## src/rtl/viterbi_frame_ctrl_pkg.sv

```systemverilog
// Shared types and constants for the Viterbi frame controller.
// The optional first-error log is enabled with the VITERBI_FRAME_CTRL_ERRLOG_EN macro.
package viterbi_ctrl_pkg;

    typedef enum logic [2:0] {
        IDLE,
        SEND,
        TAIL,
        DRAIN,
        DONE
    } vfc_state_t;

    // One delay-line entry: slot occupied, slot carries a payload bit, expected bit value.
    typedef struct packed {
        logic valid;
        logic data;
        logic exp;
    } vfc_tag_t;

    localparam logic [31:0] TOTAL_ERR_MAX = 32'hFFFF_FFFF;

endpackage

```

## src/rtl/viterbi_frame_ctrl_if.sv

```systemverilog
// Frame-side handshake and result bus of the Viterbi frame controller.
// first_err_pos_o/first_err_vld_o exist only when VITERBI_FRAME_CTRL_ERRLOG_EN is defined.
interface viterbi_frame_ctrl_if #(
    parameter int FRAME_LEN = 16
);
    localparam int ERR_W = $clog2(FRAME_LEN + 1);

    logic [FRAME_LEN-1:0] frame_data_i;
    logic                 frame_valid_i;
    logic                 frame_ready_o;
    logic                 abort_i;
    logic                 frame_done_o;
    logic [ERR_W-1:0]     frame_err_o;
    logic [31:0]          total_err_o;
    logic [15:0]          frame_cnt_o;

`ifdef VITERBI_FRAME_CTRL_ERRLOG_EN
    localparam int POS_W = $clog2(FRAME_LEN);

    logic [POS_W-1:0]     first_err_pos_o;
    logic                 first_err_vld_o;

    modport master (
        output frame_data_i, frame_valid_i, abort_i,
        input  frame_ready_o, frame_done_o, frame_err_o, total_err_o, frame_cnt_o,
        input  first_err_pos_o, first_err_vld_o
    );

    modport slave (
        input  frame_data_i, frame_valid_i, abort_i,
        output frame_ready_o, frame_done_o, frame_err_o, total_err_o, frame_cnt_o,
        output first_err_pos_o, first_err_vld_o
    );
`else
    modport master (
        output frame_data_i, frame_valid_i, abort_i,
        input  frame_ready_o, frame_done_o, frame_err_o, total_err_o, frame_cnt_o
    );

    modport slave (
        input  frame_data_i, frame_valid_i, abort_i,
        output frame_ready_o, frame_done_o, frame_err_o, total_err_o, frame_cnt_o
    );
`endif

endinterface

```

## src/rtl/viterbi_frame_ctrl_tag.sv

```systemverilog
// viterbi_tag_delay: DEPTH-stage shift register of expected-bit tags that lines the
// encoder input up with the decoder output. flush empties every stage synchronously.
module viterbi_tag_delay
    import viterbi_ctrl_pkg::*;
#(
    parameter int DEPTH = 20
) (
    input  logic     clk,
    input  logic     rst,
    input  logic     flush,
    input  vfc_tag_t tag_in,
    output vfc_tag_t tag_out
);

    vfc_tag_t stages [DEPTH];

    // Shift one stage per cycle; flush and reset both leave the line holding empty slots.
    always_ff @(posedge clk or negedge rst) begin
        if (!rst) begin
            for (int i = 0; i < DEPTH; i++) stages[i] <= '0;
        end else if (flush) begin
            for (int i = 0; i < DEPTH; i++) stages[i] <= '0;
        end else begin
            stages[0] <= tag_in;
            for (int i = 1; i < DEPTH; i++) stages[i] <= stages[i-1];
        end
    end

    assign tag_out = stages[DEPTH-1];

endmodule

```

## src/rtl/viterbi_frame_ctrl.sv

```systemverilog
// viterbi_frame_ctrl: serialises one frame word into the convolutional encoder, appends
// the trellis flush bits, and checks the decoder output against the sent bits.
// Define VITERBI_FRAME_CTRL_ERRLOG_EN to add the first-error position log.
module viterbi_frame_ctrl
    import viterbi_ctrl_pkg::*;
#(
    parameter int FRAME_LEN = 16,
    parameter int TAIL_LEN  = 2,
    parameter int DEC_LAT   = 20
) (
    input  logic                clk,
    input  logic                rst,
    viterbi_frame_ctrl_if.slave bus,
    output logic                enc_en_o,
    output logic                enc_bit_o,
    input  logic                dec_bit_i
);

    localparam int ERR_W     = $clog2(FRAME_LEN + 1);
    localparam int CNT_W     = $clog2(FRAME_LEN + TAIL_LEN + 1);
    localparam int TAIL_LAST = (TAIL_LEN > 0) ? TAIL_LEN - 1 : 0;

    vfc_state_t           state;
    logic [FRAME_LEN-2:0] shreg;
    logic [CNT_W-1:0]     bit_cnt;
    logic [ERR_W-1:0]     rx_cnt;
    logic [ERR_W-1:0]     err_cnt;
    logic [ERR_W-1:0]     frame_err_q;
    logic [31:0]          total_q;
    logic [31:0]          total_nxt;
    logic [15:0]          frame_cnt_q;
    logic                 ready_q;
    logic                 done_q;
    logic                 accept;
    logic                 abort_now;
    logic                 finish;
    logic                 tap_check;
    logic                 tap_miss;
    vfc_tag_t             tag_in;
    vfc_tag_t             tag_out;

    // Abort only matters mid-frame, and it blocks an accept presented in the same cycle.
    assign abort_now = bus.abort_i && (state != IDLE);
    assign accept    = (state == IDLE) && ready_q && bus.frame_valid_i && !bus.abort_i;
    assign finish    = (state == DRAIN) && (rx_cnt == ERR_W'(FRAME_LEN));

    // Tags ride alongside the registered encoder inputs; only SEND slots carry payload.
    assign tag_in    = '{valid: enc_en_o, data: (state == SEND), exp: enc_bit_o};
    assign tap_check = tag_out.valid && tag_out.data && !abort_now;
    assign tap_miss  = tap_check && (dec_bit_i != tag_out.exp);

    viterbi_tag_delay #(.DEPTH(DEC_LAT)) u_delay (
        .clk     (clk),
        .rst     (rst),
        .flush   (abort_now),
        .tag_in  (tag_in),
        .tag_out (tag_out)
    );

    // Frame sequencer: walks IDLE->SEND->TAIL->DRAIN->DONE and drives registered outputs.
    always_ff @(posedge clk or negedge rst) begin
        if (!rst) begin
            state       <= IDLE;
            ready_q     <= 1'b1;
            enc_en_o    <= 1'b0;
            enc_bit_o   <= 1'b0;
            shreg       <= '0;
            bit_cnt     <= '0;
            done_q      <= 1'b0;
            frame_err_q <= '0;
            frame_cnt_q <= '0;
        end else begin
            done_q <= 1'b0;
            if (abort_now) begin
                state     <= IDLE;
                ready_q   <= 1'b1;
                enc_en_o  <= 1'b0;
                enc_bit_o <= 1'b0;
                bit_cnt   <= '0;
            end else begin
                case (state)
                    IDLE: begin
                        if (accept) begin
                            state     <= SEND;
                            ready_q   <= 1'b0;
                            shreg     <= bus.frame_data_i[FRAME_LEN-1:1];
                            enc_en_o  <= 1'b1;
                            enc_bit_o <= bus.frame_data_i[0];
                            bit_cnt   <= '0;
                        end
                    end
                    SEND: begin
                        if (bit_cnt == CNT_W'(FRAME_LEN - 1)) begin
                            bit_cnt   <= '0;
                            enc_bit_o <= 1'b0;
                            if (TAIL_LEN > 0) begin
                                state <= TAIL;
                            end else begin
                                state    <= DRAIN;
                                enc_en_o <= 1'b0;
                            end
                        end else begin
                            bit_cnt   <= bit_cnt + 1'b1;
                            shreg     <= shreg >> 1;
                            enc_bit_o <= shreg[0];
                        end
                    end
                    TAIL: begin
                        if (bit_cnt == CNT_W'(TAIL_LAST)) begin
                            state    <= DRAIN;
                            enc_en_o <= 1'b0;
                        end else begin
                            bit_cnt <= bit_cnt + 1'b1;
                        end
                    end
                    DRAIN: begin
                        if (finish) begin
                            state       <= DONE;
                            done_q      <= 1'b1;
                            frame_err_q <= err_cnt;
                            frame_cnt_q <= frame_cnt_q + 16'd1;
                        end
                    end
                    DONE: begin
                        state   <= IDLE;
                        ready_q <= 1'b1;
                    end
                    default: begin
                        state   <= IDLE;
                        ready_q <= 1'b1;
                    end
                endcase
            end
        end
    end

    // Per-frame tallies restart with each new frame and are discarded on abort.
    always_ff @(posedge clk or negedge rst) begin
        if (!rst) begin
            rx_cnt  <= '0;
            err_cnt <= '0;
        end else if (accept || abort_now) begin
            rx_cnt  <= '0;
            err_cnt <= '0;
        end else if (tap_check) begin
            rx_cnt <= rx_cnt + 1'b1;
            if (tap_miss) err_cnt <= err_cnt + 1'b1;
        end
    end

    // Cumulative error count sticks at its maximum instead of wrapping.
    always_comb begin
        total_nxt = total_q;
        if (tap_miss && (total_q != TOTAL_ERR_MAX)) total_nxt = total_q + 32'd1;
    end

    // Cumulative error register is reloaded every cycle from its next-value logic.
    always_ff @(posedge clk or negedge rst) begin
        if (!rst) total_q <= '0;
        else      total_q <= total_nxt;
    end

`ifdef VITERBI_FRAME_CTRL_ERRLOG_EN
    localparam int POS_W = $clog2(FRAME_LEN);

    logic [POS_W-1:0] first_pos;
    logic             first_seen;
    logic [POS_W-1:0] first_pos_q;
    logic             first_vld_q;

    // Remember where the first mismatch of the current frame fell; publish it on DONE.
    always_ff @(posedge clk or negedge rst) begin
        if (!rst) begin
            first_pos   <= '0;
            first_seen  <= 1'b0;
            first_pos_q <= '0;
            first_vld_q <= 1'b0;
        end else begin
            if (accept || abort_now) begin
                first_pos  <= '0;
                first_seen <= 1'b0;
            end else if (tap_miss && !first_seen) begin
                first_pos  <= rx_cnt[POS_W-1:0];
                first_seen <= 1'b1;
            end
            if (finish && !abort_now) begin
                first_pos_q <= first_seen ? first_pos : '0;
                first_vld_q <= first_seen;
            end
        end
    end

    assign bus.first_err_pos_o = first_pos_q;
    assign bus.first_err_vld_o = first_vld_q;
`endif

    assign bus.frame_ready_o = ready_q;
    assign bus.frame_done_o  = done_q;
    assign bus.frame_err_o   = frame_err_q;
    assign bus.total_err_o   = total_q;
    assign bus.frame_cnt_o   = frame_cnt_q;

endmodule

```

## src/flat_wrapper.sv

```systemverilog
// flat-port wrapper written by rule: the top's interface ports become plain ports
module viterbi_frame_ctrl_flat import viterbi_ctrl_pkg::*;
#(
    parameter int FRAME_LEN = 16,
    parameter int TAIL_LEN  = 2,
    parameter int DEC_LAT   = 20
)
  (clk, rst, enc_en_o, enc_bit_o, dec_bit_i, bus_frame_data_i, bus_frame_valid_i, bus_abort_i, bus_frame_ready_o, bus_frame_done_o, bus_frame_err_o, bus_total_err_o, bus_frame_cnt_o);
  viterbi_frame_ctrl_if #(.FRAME_LEN(FRAME_LEN)) bus_i ();
  input  logic clk;
  input  logic rst;
  output logic enc_en_o;
  output logic enc_bit_o;
  input  logic dec_bit_i;
  input wire logic [$bits(bus_i.frame_data_i)-1:0] bus_frame_data_i;
  input wire logic [$bits(bus_i.frame_valid_i)-1:0] bus_frame_valid_i;
  input wire logic [$bits(bus_i.abort_i)-1:0] bus_abort_i;
  output wire logic [$bits(bus_i.frame_ready_o)-1:0] bus_frame_ready_o;
  output wire logic [$bits(bus_i.frame_done_o)-1:0] bus_frame_done_o;
  output wire logic [$bits(bus_i.frame_err_o)-1:0] bus_frame_err_o;
  output wire logic [$bits(bus_i.total_err_o)-1:0] bus_total_err_o;
  output wire logic [$bits(bus_i.frame_cnt_o)-1:0] bus_frame_cnt_o;
  assign bus_i.frame_data_i = bus_frame_data_i;
  assign bus_i.frame_valid_i = bus_frame_valid_i;
  assign bus_i.abort_i = bus_abort_i;
  assign bus_frame_ready_o = bus_i.frame_ready_o;
  assign bus_frame_done_o = bus_i.frame_done_o;
  assign bus_frame_err_o = bus_i.frame_err_o;
  assign bus_total_err_o = bus_i.total_err_o;
  assign bus_frame_cnt_o = bus_i.frame_cnt_o;
  viterbi_frame_ctrl #(.FRAME_LEN(FRAME_LEN), .TAIL_LEN(TAIL_LEN), .DEC_LAT(DEC_LAT)) u_core (.clk(clk), .rst(rst), .bus(bus_i), .enc_en_o(enc_en_o), .enc_bit_o(enc_bit_o), .dec_bit_i(dec_bit_i));
endmodule
```

## config.mk

```make
export PLATFORM = sky130hd
export DESIGN_NAME = viterbi_frame_ctrl_flat
export DESIGN_NICKNAME = d
export VERILOG_FILES = /design/src/rtl/viterbi_frame_ctrl_pkg.sv /design/src/rtl/viterbi_frame_ctrl_if.sv /design/src/rtl/viterbi_frame_ctrl_tag.sv /design/src/rtl/viterbi_frame_ctrl.sv /design/src/flat_wrapper.sv
export SDC_FILE = /design/constraint.sdc
export NUM_CORES = 1
export LEC_CHECK = 0
export CAP_MARGIN = 40
export CORE_MARGIN = 3
export CORE_UTILIZATION = 60
export CTS_BUF_LIST = sky130_fd_sc_hd__clkbuf_8 sky130_fd_sc_hd__clkbuf_16
export DETAILED_ROUTE_END_ITERATION = 8
export PLACE_DENSITY = 0.84
export SETUP_SLACK_MARGIN = 0.1
export SYNTH_ARGS = -nofsm -noshare
export SYNTH_HDL_FRONTEND = slang
export SYNTH_SLANG_ARGS = --single-unit
```

## constraint.sdc

```tcl
create_clock -name clk -period 5.9 [get_ports clk]
set_clock_uncertainty 0.05 [all_clocks]
set_input_delay 1.18 -clock clk [delete_from_list [all_inputs] [get_ports clk]]
set_output_delay 1.18 -clock clk [all_outputs]
set_load 0.02 [all_outputs]
```

* Word level (Yosys, flattened, before mapping) *
Cells that the tools add are included.

word-level totals
  register bits after elaboration = 150
  latch bits = 0
  RAM bits = 0
  bits in read-only memories = 0
  input port bits = 21
  output and inout port bits = 57
  word-level logic and storage cells = 157
  memories kept = 0

cells by class
  add/sub/neg operators = 5
  multipliers = 0
  div/mod/pow operators = 0
  $lt $le $gt $ge = 0
  eq/ne operators = 16
  shift-type cells = 0
  multiplexer cells = 34
  bitwise operators = 1
  reduce and logical (&&, ||, !) cells = 29

operators by type and width
  cell                                                    number
  2-to-1 mux 60 bit                                       1
  2-to-1 mux 5 bit                                        9
  adder 32 x 1 -> 32 bit (second input constant)          1
  inequality test 32 bit (second input constant)          1
  2-to-1 mux 15 bit                                       2
  case mux 15 bit (2 select lines)                        1
  adder 16 x 1 -> 16 bit (second input constant)          1
  adder 5 x 1 -> 5 bit (second input constant)            3
  2-to-1 mux 3 bit                                        5
  case mux 5 bit (3 select lines)                         1
  inequality test 3 x 1 -> 1 bit (second input constant)  4
  case mux 3 bit (4 select lines)                         1
  2-to-1 mux 1 bit                                        11
  logical AND 1 bit                                       9
  AND reduction 3 bit                                     3
  nonzero test 3 bit                                      3
  AND reduction 4 bit                                     2
  == test 3 x 2 -> 1 bit (second input constant)          2
  case mux 1 bit (2 select lines)                         3
  AND reduction 2 bit                                     3
  nonzero test 2 bit                                      3
  == test 5 x 1 -> 1 bit (second input constant)          1
  == test 5 x 4 -> 1 bit (second input constant)          1
  == test 5 bit (second input constant)                   1
  11 further kinds                                        13

* Depth between registers and ports, before layout *
Gate-level depths: netlist of run 1.

  depth in word-level cells = 8
  depth in mapped cells = 9
  mapped depth without buffers = 9

* Modules after synthesis *
From an unflattened synthesis of run 1, not the netlist that was laid out.

second synthesis, totals
  cell total of the unflattened synthesis = 554
  area total of the unflattened synthesis = 6386.1 µm²

modules (own cells, without submodules)
  module              instances  cells each  area each (µm²)
  viterbi_frame_ctrl  1          425         4456.8
  viterbi_tag_delay   1          129         1929.4

* Least setup slack after synthesis of run 1 *
OpenSTA, ideal clock, no wires.

  path kind = input port to flip-flop
  start point = input port dec_bit_i
  end point = register u_core.total_q[28] (netlist: u_core.bus.total_err_o[28])
  setup time = 0.128 ns
  data arrival time = 2.211 ns
  path slack = 3.511 ns
  cell stages on the path = 6
  path buffers = 1
  cells stage by stage = xor2_1 and3_1 buf_4 nand4_1 nor2_1 mux2_1

on the way
  longest elaborated chain between the ends = 3

RTL lines
  what                   line                       RTL
  from (decl)            flat_wrapper.sv:14         input logic dec_bit_i;
  inequality test 1 bit  viterbi_frame_ctrl.sv:50   assign tap_miss = tap_check && (dec_bit_i != tag_out.exp);
  logical AND 1 bit      viterbi_frame_ctrl.sv:50
  logical AND 1 bit      viterbi_frame_ctrl.sv:154  if (tap_miss && (total_q != TOTAL_ERR_MAX)) total_nxt = total_q + 32'd1;
  to (signal assigned)   viterbi_frame_ctrl.sv:160  else total_q <= total_nxt;
  to (decl)              viterbi_frame_ctrl.sv:29   logic [31:0] total_q;

No other way between the ends.
A chain may end at the register's enable or synchronous reset.

* Worst setup path after layout of run 1 *
  start point = input port bus_abort_i
  end point = register u_core.total_q[28] (netlist: u_core.bus.total_err_o[28])

on the way
  longest elaborated chain between the ends = 5

RTL lines
  what               line                       RTL
  from (decl)        flat_wrapper.sv:17         input wire logic [$bits(bus_i.abort_i)-1:0] bus_abort_i;
  logical AND 1 bit  viterbi_frame_ctrl.sv:43   assign abort_now = bus.abort_i && (state != IDLE);
  logical NOT 1 bit  viterbi_frame_ctrl.sv:49   assign tap_check = tag_out.valid && tag_out.data && !abort_now;
  logical AND 1 bit  viterbi_frame_ctrl.sv:49
  logical AND 1 bit  viterbi_frame_ctrl.sv:50
  logical AND 1 bit  viterbi_frame_ctrl.sv:154

No other way between the ends.

==> summary.md, run 1 <==
| Metric | Value |
|---|---|
| Syn Area/Cell | `11.5 um^2` |
| Cells on worst reg2reg path | `6` |
| Post-synthesis cell type count | `52` |
| WL final | `between 10 and 15 mm` |
| Commonest non-fill, non-tap cell in the layout | `dfrtp_1` |
| Min-delay worst type | `flop to flop` |
| Area Overhead vs Synth | `22.6%` |
| Post-Syn Instances | `approximately 550` |
| CP Launch Type | `input pin` |
| Primary FF master, synth | `dfrtp_1` |
| Htree depth | `4` |
| Ranking of synthesized cells by area | `dfrtp_1, and2_1, xnor2_1, nand2_1, xor2_1` |
| Max_cap viols | `0` |
| 1st-pass router iterations | `4` |
| IR drop worst, VDD | `252 uV` |
| Clk sinks | `150` |
| RSZ-0062 raised after global routing | `false` |
| First-pass GRT wire length | `21.1 mm` |
| Post-Route Hold Slack | `0.397 ns` |
| Initial core utilization | `0.634` |
| Rel. slew slack | `0.393` |
| DR DRC count | `0` |
| Dpl cell area | `between 7000 and 8000 um^2` |
| Crit-path max cell delay | `0.63 ns` |
| Final Instance Area | `7810 um^2` |
| Buffers on Ports | `77` |
| Vias post-DR | `roughly 4300` |
| Die width | `109 um` |
| Layout cells sized above 1 | `0.0880` |
| Post-cts resize count | `0` |
| Final worst-path setup slack | `between 2 and 3 ns` |
| Post-synthesis net count | `584` |
| Hold wc startpoint | `u_core.u_delay.stages[9]` |
| CTS tree | `yes` |
| CTS buffer count | `17` |
| Post-synth EDFFs | `0` |
| Placeable Area | `10000 um^2` |
| Nets@finish | `665` |
| Initial antenna violation count | `0` |
| CTS clk-pin slew, worst paths | `0.06 ns` |
| Ant. Diodes | `0` |
| Clock tree root driver cell | `clkbuf_8` |
| Hold endpoint | `u_core.u_delay.stages[6]` |
| Drt first-iter violations | `264` |
| Die area | `roughly 12000 um^2` |
| Worst r2r src | `u_core.state[0]` |
| Synth async-reset ratio | `1.00` |
| # setup viols final | `0` |
| Antenna-violating nets left | `0` |
| Required time of the critical path | `6.25 ns` |
| Synthesized area | `between 6000 and 7000 um^2` |
| CP endpoint kind | `flop` |
| Crit-path cells | `clkdlybuf4s50_1 > o31ai_4 > buf_4 > and3_1 > nand4_1 > nor2_1 > mux2_1` |
| Vias in the first global route | `4356` |
| Gr ovfl total | `0` |
| Yosys warns | `0` |
| Status | `finished clean` |
| Ratio of final minimum period to clock period | `0.531` |
| Worst slew pin tran | `0.907 ns` |
| Register bit total from synthesis | `150` |
| Most frequent cells in the layout | `dfrtp_1, clkdlybuf4s50_1, and2_1` |
| Min cycle time layout | `3.13 ns` |
| FF-to-FF End | `u_core.bus.total_err_o[28]` |
| Arrival time at the worst endpoint | `3.48 ns` |
| Largest net degree at the start of global routing | `95` |
| DR WL/cell | `approximately 15 um` |
| Critical path type | `input pin to flop` |
| Pleak | `3.58 nW` |
| P per Cell Area | `336 nW/um^2` |
| CTS Buffer Depth | `2` |
| Final Max Slew Viols | `0` |
| Setup slack, reg-to-reg | `3.33 ns` |
| Place WS | `2.22 ns` |
| Setup tns final | `0 ns` |
| Post-CTS Setup Inserts | `0` |
| DP Wirelength | `approximately 8 mm` |
| Max Fclk | `319 MHz` |
| Vias per cell | `5.49` |
| Maximum fanout along the worst path | `63` |
| Worst path slowest cell | `clkdlybuf4s50_1` |
| RePlAce Congestion | `0.840` |
| CTS Hold Bufs | `0` |
| Synth area leader | `dfrtp_1` |
| Worst skew pair latency | `approximately 0.52 ns` |
| # IOs | `78` |
| Chip Height | `109 um` |
| Total GRT Usage | `0.228` |
| Row Count | `36` |
| Synth top area share | `0.586` |
| Hold Path Stages | `1` |
| Final-report hold violation count | `0` |
| Register area share after synthesis | `0.590` |
registers in the layout, summed over array words and instances (netlist names):
register / flops
u_core.bit_cnt: 5
u_core.bus.frame_cnt_o: 16
u_core.enc_en_o: 1
u_core.enc_bit_o: 1
u_core.bus.frame_done_o: 1
u_core.bus.frame_err_o: 5
u_core.u_delay.stages: 57
u_core.bus.total_err_o: 32
u_core.state: 3
u_core.rx_cnt: 5
u_core.bus.frame_ready_o: 1
u_core.err_cnt: 5
u_core.shreg: 15
u_core.u_delay.tag_out: 3
metrics by stage:
step / power (mW) / cells / utilization
6_report: 2.62 / 781 / 0.777
5_1_grt: 2.77 / 781 / 0.777
4_1_cts: 2.65 / 781 / 0.777
3_5_place_dp: 1.63 / 749 / 0.721
3_3_place_gp: 1.61 / 749 / 0.721
2_1_floorplan: 1.51 / 554 / -
cell usage after synthesis, types with 4 or more instances:
| master | number |
|---|---|
| dfrtp_1 | 149 |
| and2_1 | 62 |
| nand2_1 | 46 |
| nor2_1 | 40 |
| xnor2_1 | 33 |
| nand3_1 | 24 |
| nand4_1 | 19 |
| o21ai_0 | 19 |
| xor2_1 | 19 |
| mux2i_1 | 16 |
| inv_1 | 14 |
| and3_1 | 13 |
| clkbuf_1 | 11 |
| ha_1 | 9 |
| a21oi_1 | 6 |
| mux2_2 | 6 |
| nor3_1 | 6 |
| and4_1 | 4 |
| o21ai_1 | 4 |
cells by family (layout without fill, tap and decap cells):
| logic type | count (synthesis) | in the layout | synth area share |
|---|---|---|---|
| AOI/OAI and AO/OA | 48 | 48 | 0.0497 |
| adders and majority gates | 9 | 9 | 0.0177 |
| buffers and inverters | 31 | 125 | 0.0206 |
| and+or+nand+nor | 239 | 239 | 0.210 |
| muxes | 25 | 25 | 0.0411 |
| xor gates and xnor gates | 52 | 52 | 0.0715 |
| DFF | 150 | 150 | 0.590 |
where the power goes:
part	internal [mW]	leakage [nW]	switching, mW	total [mW]
Sequential	1.15	2.06	0.0770	1.23
Clock	0.581	0.272	0.434	1.01
Combinational	0.158	1.25	0.224	0.381
routing by layer:
metal  share of wire  global-route usage  routed length, um
met1            0.45               0.312               5360
met2            0.49               0.357               5820
met3           0.050              0.0545                605
met4           0.016              0.0866                191
met5               0                   0                  0
layout make-up:
type | count | area (um^2)
inverter | 14 | 52.6
fill | 627 | 2240
sequential | 150 | 3750
tap | 133 | 166
timing repair buffer | 79 | 787
multi-input combinational | 373 | 2480
clock inverter | 14 | 139
clock buffer | 18 | 428
worst max-delay path, delay by kind of cell:
kind,cells,cell delay (ns)
and+or+nand+nor,3,0.78
AOI/OAI and AO/OA,1,0.12
muxes,1,0.33
buffers and inverters,2,1.05
worst max path at each step:
| stage | startpoint | slack [ns] | endpoint | cells after the start |
|---|---|---|---|---|
| after floorplan | dec_bit_i | 3.51 | u_core.bus.total_err_o[28] | 6 |
| after global placement | bus_abort_i | 2.33 | u_core.bus.total_err_o[28] | 7 |
| after detailed placement | bus_abort_i | 2.22 | u_core.bus.total_err_o[28] | 7 |
| after CTS | bus_abort_i | 2.78 | u_core.bus.total_err_o[28] | 7 |
| after global routing | bus_abort_i | 2.52 | u_core.bus.frame_cnt_o[15] | 6 |
| final | bus_abort_i | 2.77 | u_core.bus.total_err_o[28] | 7 |
No activity file was read; power rests on OpenSTA's default activity.
==> run 2: changes to the inputs <==
--- a/config.mk
+++ b/config.mk
@@ -7,10 +7,10 @@
 export LEC_CHECK = 0
 export CAP_MARGIN = 40
 export CORE_MARGIN = 3
-export CORE_UTILIZATION = 60
+export CORE_UTILIZATION = 50
 export CTS_BUF_LIST = sky130_fd_sc_hd__clkbuf_8 sky130_fd_sc_hd__clkbuf_16
 export DETAILED_ROUTE_END_ITERATION = 8
-export PLACE_DENSITY = 0.84
+export PLACE_DENSITY = 0.75
 export SETUP_SLACK_MARGIN = 0.1
 export SYNTH_ARGS = -nofsm -noshare
 export SYNTH_HDL_FRONTEND = slang
==> constraint.sdc (replaced) <==
create_clock -name clk -period 2.63 [get_ports clk]
set_clock_uncertainty 0.05 [all_clocks]
set_input_delay 0.526 -clock clk [delete_from_list [all_inputs] [get_ports clk]]
set_output_delay 0.526 -clock clk [all_outputs]
set_load 0.02 [all_outputs]
==> run 2 against run 1 <==
  * Worst setup slack got worse by 2.3 ns
  * Via count rose by 1.3%
  * Final area grew 2.0%
  * First-iteration DRC count grew 33%
==> summary.md, run 2 (synthesis gave the netlist of run 1 again) <==
| Metric | Value |
|---|---|
| Status | `finished clean (unchanged)` |
| GR Layer Usage met1 | `0.253 (was 0.312)` |
| CP endpoint kind | `primary output (was flop)` |
| Final-report hold violation count | `0 (unchanged)` |
| P_sw | `1.64 mW (was 0.734 mW)` |
| Largest net degree at the start of global routing | `62 (was 95)` |
| Min cycle time layout | `2.19 ns` |
| Biggest register | `u_core.u_delay.stages (unchanged)` |
| Layout cells sized above 1 | `0.105 (was 0.0880)` |
| Commonest non-fill, non-tap cell in the layout | `dfrtp_1 (unchanged)` |
| WL final | `12.1 mm (was 12.0 mm)` |
| Clock tree root driver cell | `clkbuf_16 (was clkbuf_8)` |
| DR DRC count | `0 (unchanged)` |
| Proportion of power drawn by the clock network | `0.388 (was 0.387)` |
| Fin cells | `828 (was 781)` |
| # setup viols final | `0 (unchanged)` |
| Vias post-DR | `4344 (was 4288)` |
| Worst path slowest cell | `clkdlybuf4s50_1 (unchanged)` |
| Ant. Diodes | `0 (unchanged)` |
| Max reg flops | `57 (unchanged)` |
| Initial core utilization | `0.521 (was 0.634)` |
| First-pass GRT wire length | `21.4 mm (was 21.1 mm)` |
| Arrival time at the worst endpoint | `1.61 ns (was 3.48 ns)` |
| Met3 Track Usage GR | `0.0513 (was 0.0545)` |
| Crit-path cells | `clkdlybuf4s50_1 (was clkdlybuf4s50_1 > o31ai_4 > buf_4 > and3_1 > nand4_1 > nor2_1 > mux2_1)` |
| Total GRT Usage | `0.187 (was 0.228)` |
| Rel. slew slack | `0.524 (was 0.393)` |
| Worst slew pin tran | `0.704 ns (was 0.907 ns)` |
| Most frequent cells in the layout | `dfrtp_1, clkdlybuf4s50_1, and2_1 (unchanged)` |
| Pleak | `3.64 nW (was 3.58 nW)` |
| 1st-pass router iterations | `5 (was 4)` |
| P per Cell Area | `748 nW/um^2 (was 336 nW/um^2)` |
| Int Pwr | `4.32 mW (was 1.89 mW)` |
| RePlAce Congestion | `0.797 (was 0.840)` |
| Comb pwr share | `0.152 (was 0.145)` |
| Required time of the critical path | `2.05 ns (was 6.25 ns)` |
| CTS Hold Bufs | `0 (unchanged)` |
| DR WL/cell | `14.6 um (was 15.3 um)` |
| Max_cap viols | `0 (unchanged)` |
| Drt first-iter violations | `351 (was 264)` |
| Critical path type | `flop to primary output (was input pin to flop)` |
| Max Fclk | `457 MHz` |
| Buffers on Ports | `77 (unchanged)` |
| Min-delay worst type | `input pin to asynchronous set/reset pin (was flop to flop)` |
| Htree depth | `4 (unchanged)` |
| Setup slack, reg-to-reg | `0.45 ns (was 3.33 ns)` |
| CTS buffer count | `17 (unchanged)` |
| Crit. Startpoint | `u_core.bus.frame_ready_o (was bus_abort_i)` |
| Dpl cell area | `7390 um^2 (was 7240 um^2)` |
| RSZ-0062 raised after global routing | `false (unchanged)` |
| Worst r2r src | `u_core.bus.total_err_o[0] (was u_core.state[0])` |
| Critical path buffer and inverter count | `1 (was 2)` |
| Setup tns final | `0 ns (unchanged)` |
| CP Launch Type | `flop (was input pin)` |
| Maximum fanout along the worst path | `6 (was 63)` |
| Clk sinks | `150 (unchanged)` |
| CTS Buffer Depth | `2 (unchanged)` |
| Placeable Area | `12200 um^2 (was 10000 um^2)` |
| Gr ovfl total | `0 (unchanged)` |
| Delay-heaviest family, CP | `buffers and inverters (unchanged)` |
| Area Overhead vs Synth | `25.1% (was 22.6%)` |
| Ratio of final minimum period to clock period | `0.831` |
| Final Instance Area | `7970 um^2 (was 7810 um^2)` |
| Vias per cell | `5.25 (was 5.49)` |
| Die area | `14100 um^2 (was 11900 um^2)` |
| Switch share | `0.275 (was 0.280)` |
| IR drop worst, VDD | `521 uV (was 252 uV)` |
| Post-CTS Setup Inserts | `0 (unchanged)` |
| # IOs | `78 (unchanged)` |
| Chip Height | `119 um (was 109 um)` |
| Final total power | `5.96 mW (was 2.62 mW)` |
| Worst skew pair latency | `0.42 ns (was 0.52 ns)` |
| Antenna-violating nets left | `0 (unchanged)` |
| Vias in the first global route | `4385 (was 4356)` |
| Post-cts resize count | `0 (unchanged)` |
| # placed instances | `796 (was 749)` |
| Initial antenna violation count | `0 (unchanged)` |
| Reg power frac | `0.459 (was 0.468)` |
| CTS tree | `yes (unchanged)` |
| Crit-path max cell delay | `0.62 ns (was 0.63 ns)` |
| Final Max Slew Viols | `0 (unchanged)` |
| Nets@finish | `677 (was 665)` |
| Busiest layer in global routing | `met2 (unchanged)` |
| DP Wirelength | `8.09 mm (was 7.84 mm)` |
| Met2 usage | `0.298 (was 0.357)` |
| Row Count | `40 (was 36)` |
| Die width | `119 um (was 109 um)` |
| CTS clk-pin slew, worst paths | `0.06 ns (about the same)` |
-- run 2: changes by cell type in the layout (fill, tap and decap cells not counted) --
cell        before  now
buf_12           0    1
clkinvlp_4       3    5
clkinv_4         2    5
inv_8            1    0
buf_4            2   13
inv_6            6    1
clkbuf_16       16   17
-- run 2: stage by stage --
step	util	hold slack (ns)	setup slack (ns)
floorplan	-	0.180	0.615
global placement	0.605	0.384	0.239
detailed placement	0.605	0.383	0.186
CTS	0.652	0.0400	0.420
global route	0.652	0.0628	0.199
finish	0.652	0.0233	0.444
-- run 2: final cells by class --
class / instances / area (um^2)
inverters: 14 / 52.6
fillers: 973 / 4250
repair buffers: 91 / 890
flip-flops and latches: 150 / 3750
clock buffers: 19 / 453
clock inverters: 13 / 125
multi-input cells: 373 / 2480
well taps: 168 / 210
-- run 2: final timing paths --
kind	endpoint	depth (start not counted)
worst max-delay path	bus_frame_ready_o	1
worst min-delay path	u_core.bus.frame_cnt_o[12]	1
worst max register to register	u_core.bus.total_err_o[28]	6
worst min register to register	u_core.u_delay.stages[21]	1
max in group asynchronous	u_core.bus.frame_ready_o	2
min in group clk	u_core.u_delay.stages[21]	1
-- run 2: power by group through the flow --
stage	sequential, mW	clock, mW	combinational, mW
2_1_floorplan	2.75	0	0.632
3_3_place_gp	2.77	0	0.880
3_5_place_dp	2.78	0	0.916
4_1_cts	2.74	2.36	0.926
5_1_grt	2.77	2.48	1.03
6_report	2.74	2.32	0.907
-- run 2: metal layers --
| layer | vias up | part of all wire |
|---|---|---|
| li1 | 2069 | - |
| met1 | 2129 | 0.45 |
| met2 | 130 | 0.48 |
| met3 | 16 | 0.057 |
| met4 | 0 | 0.011 |
| met5 | - | 0 |
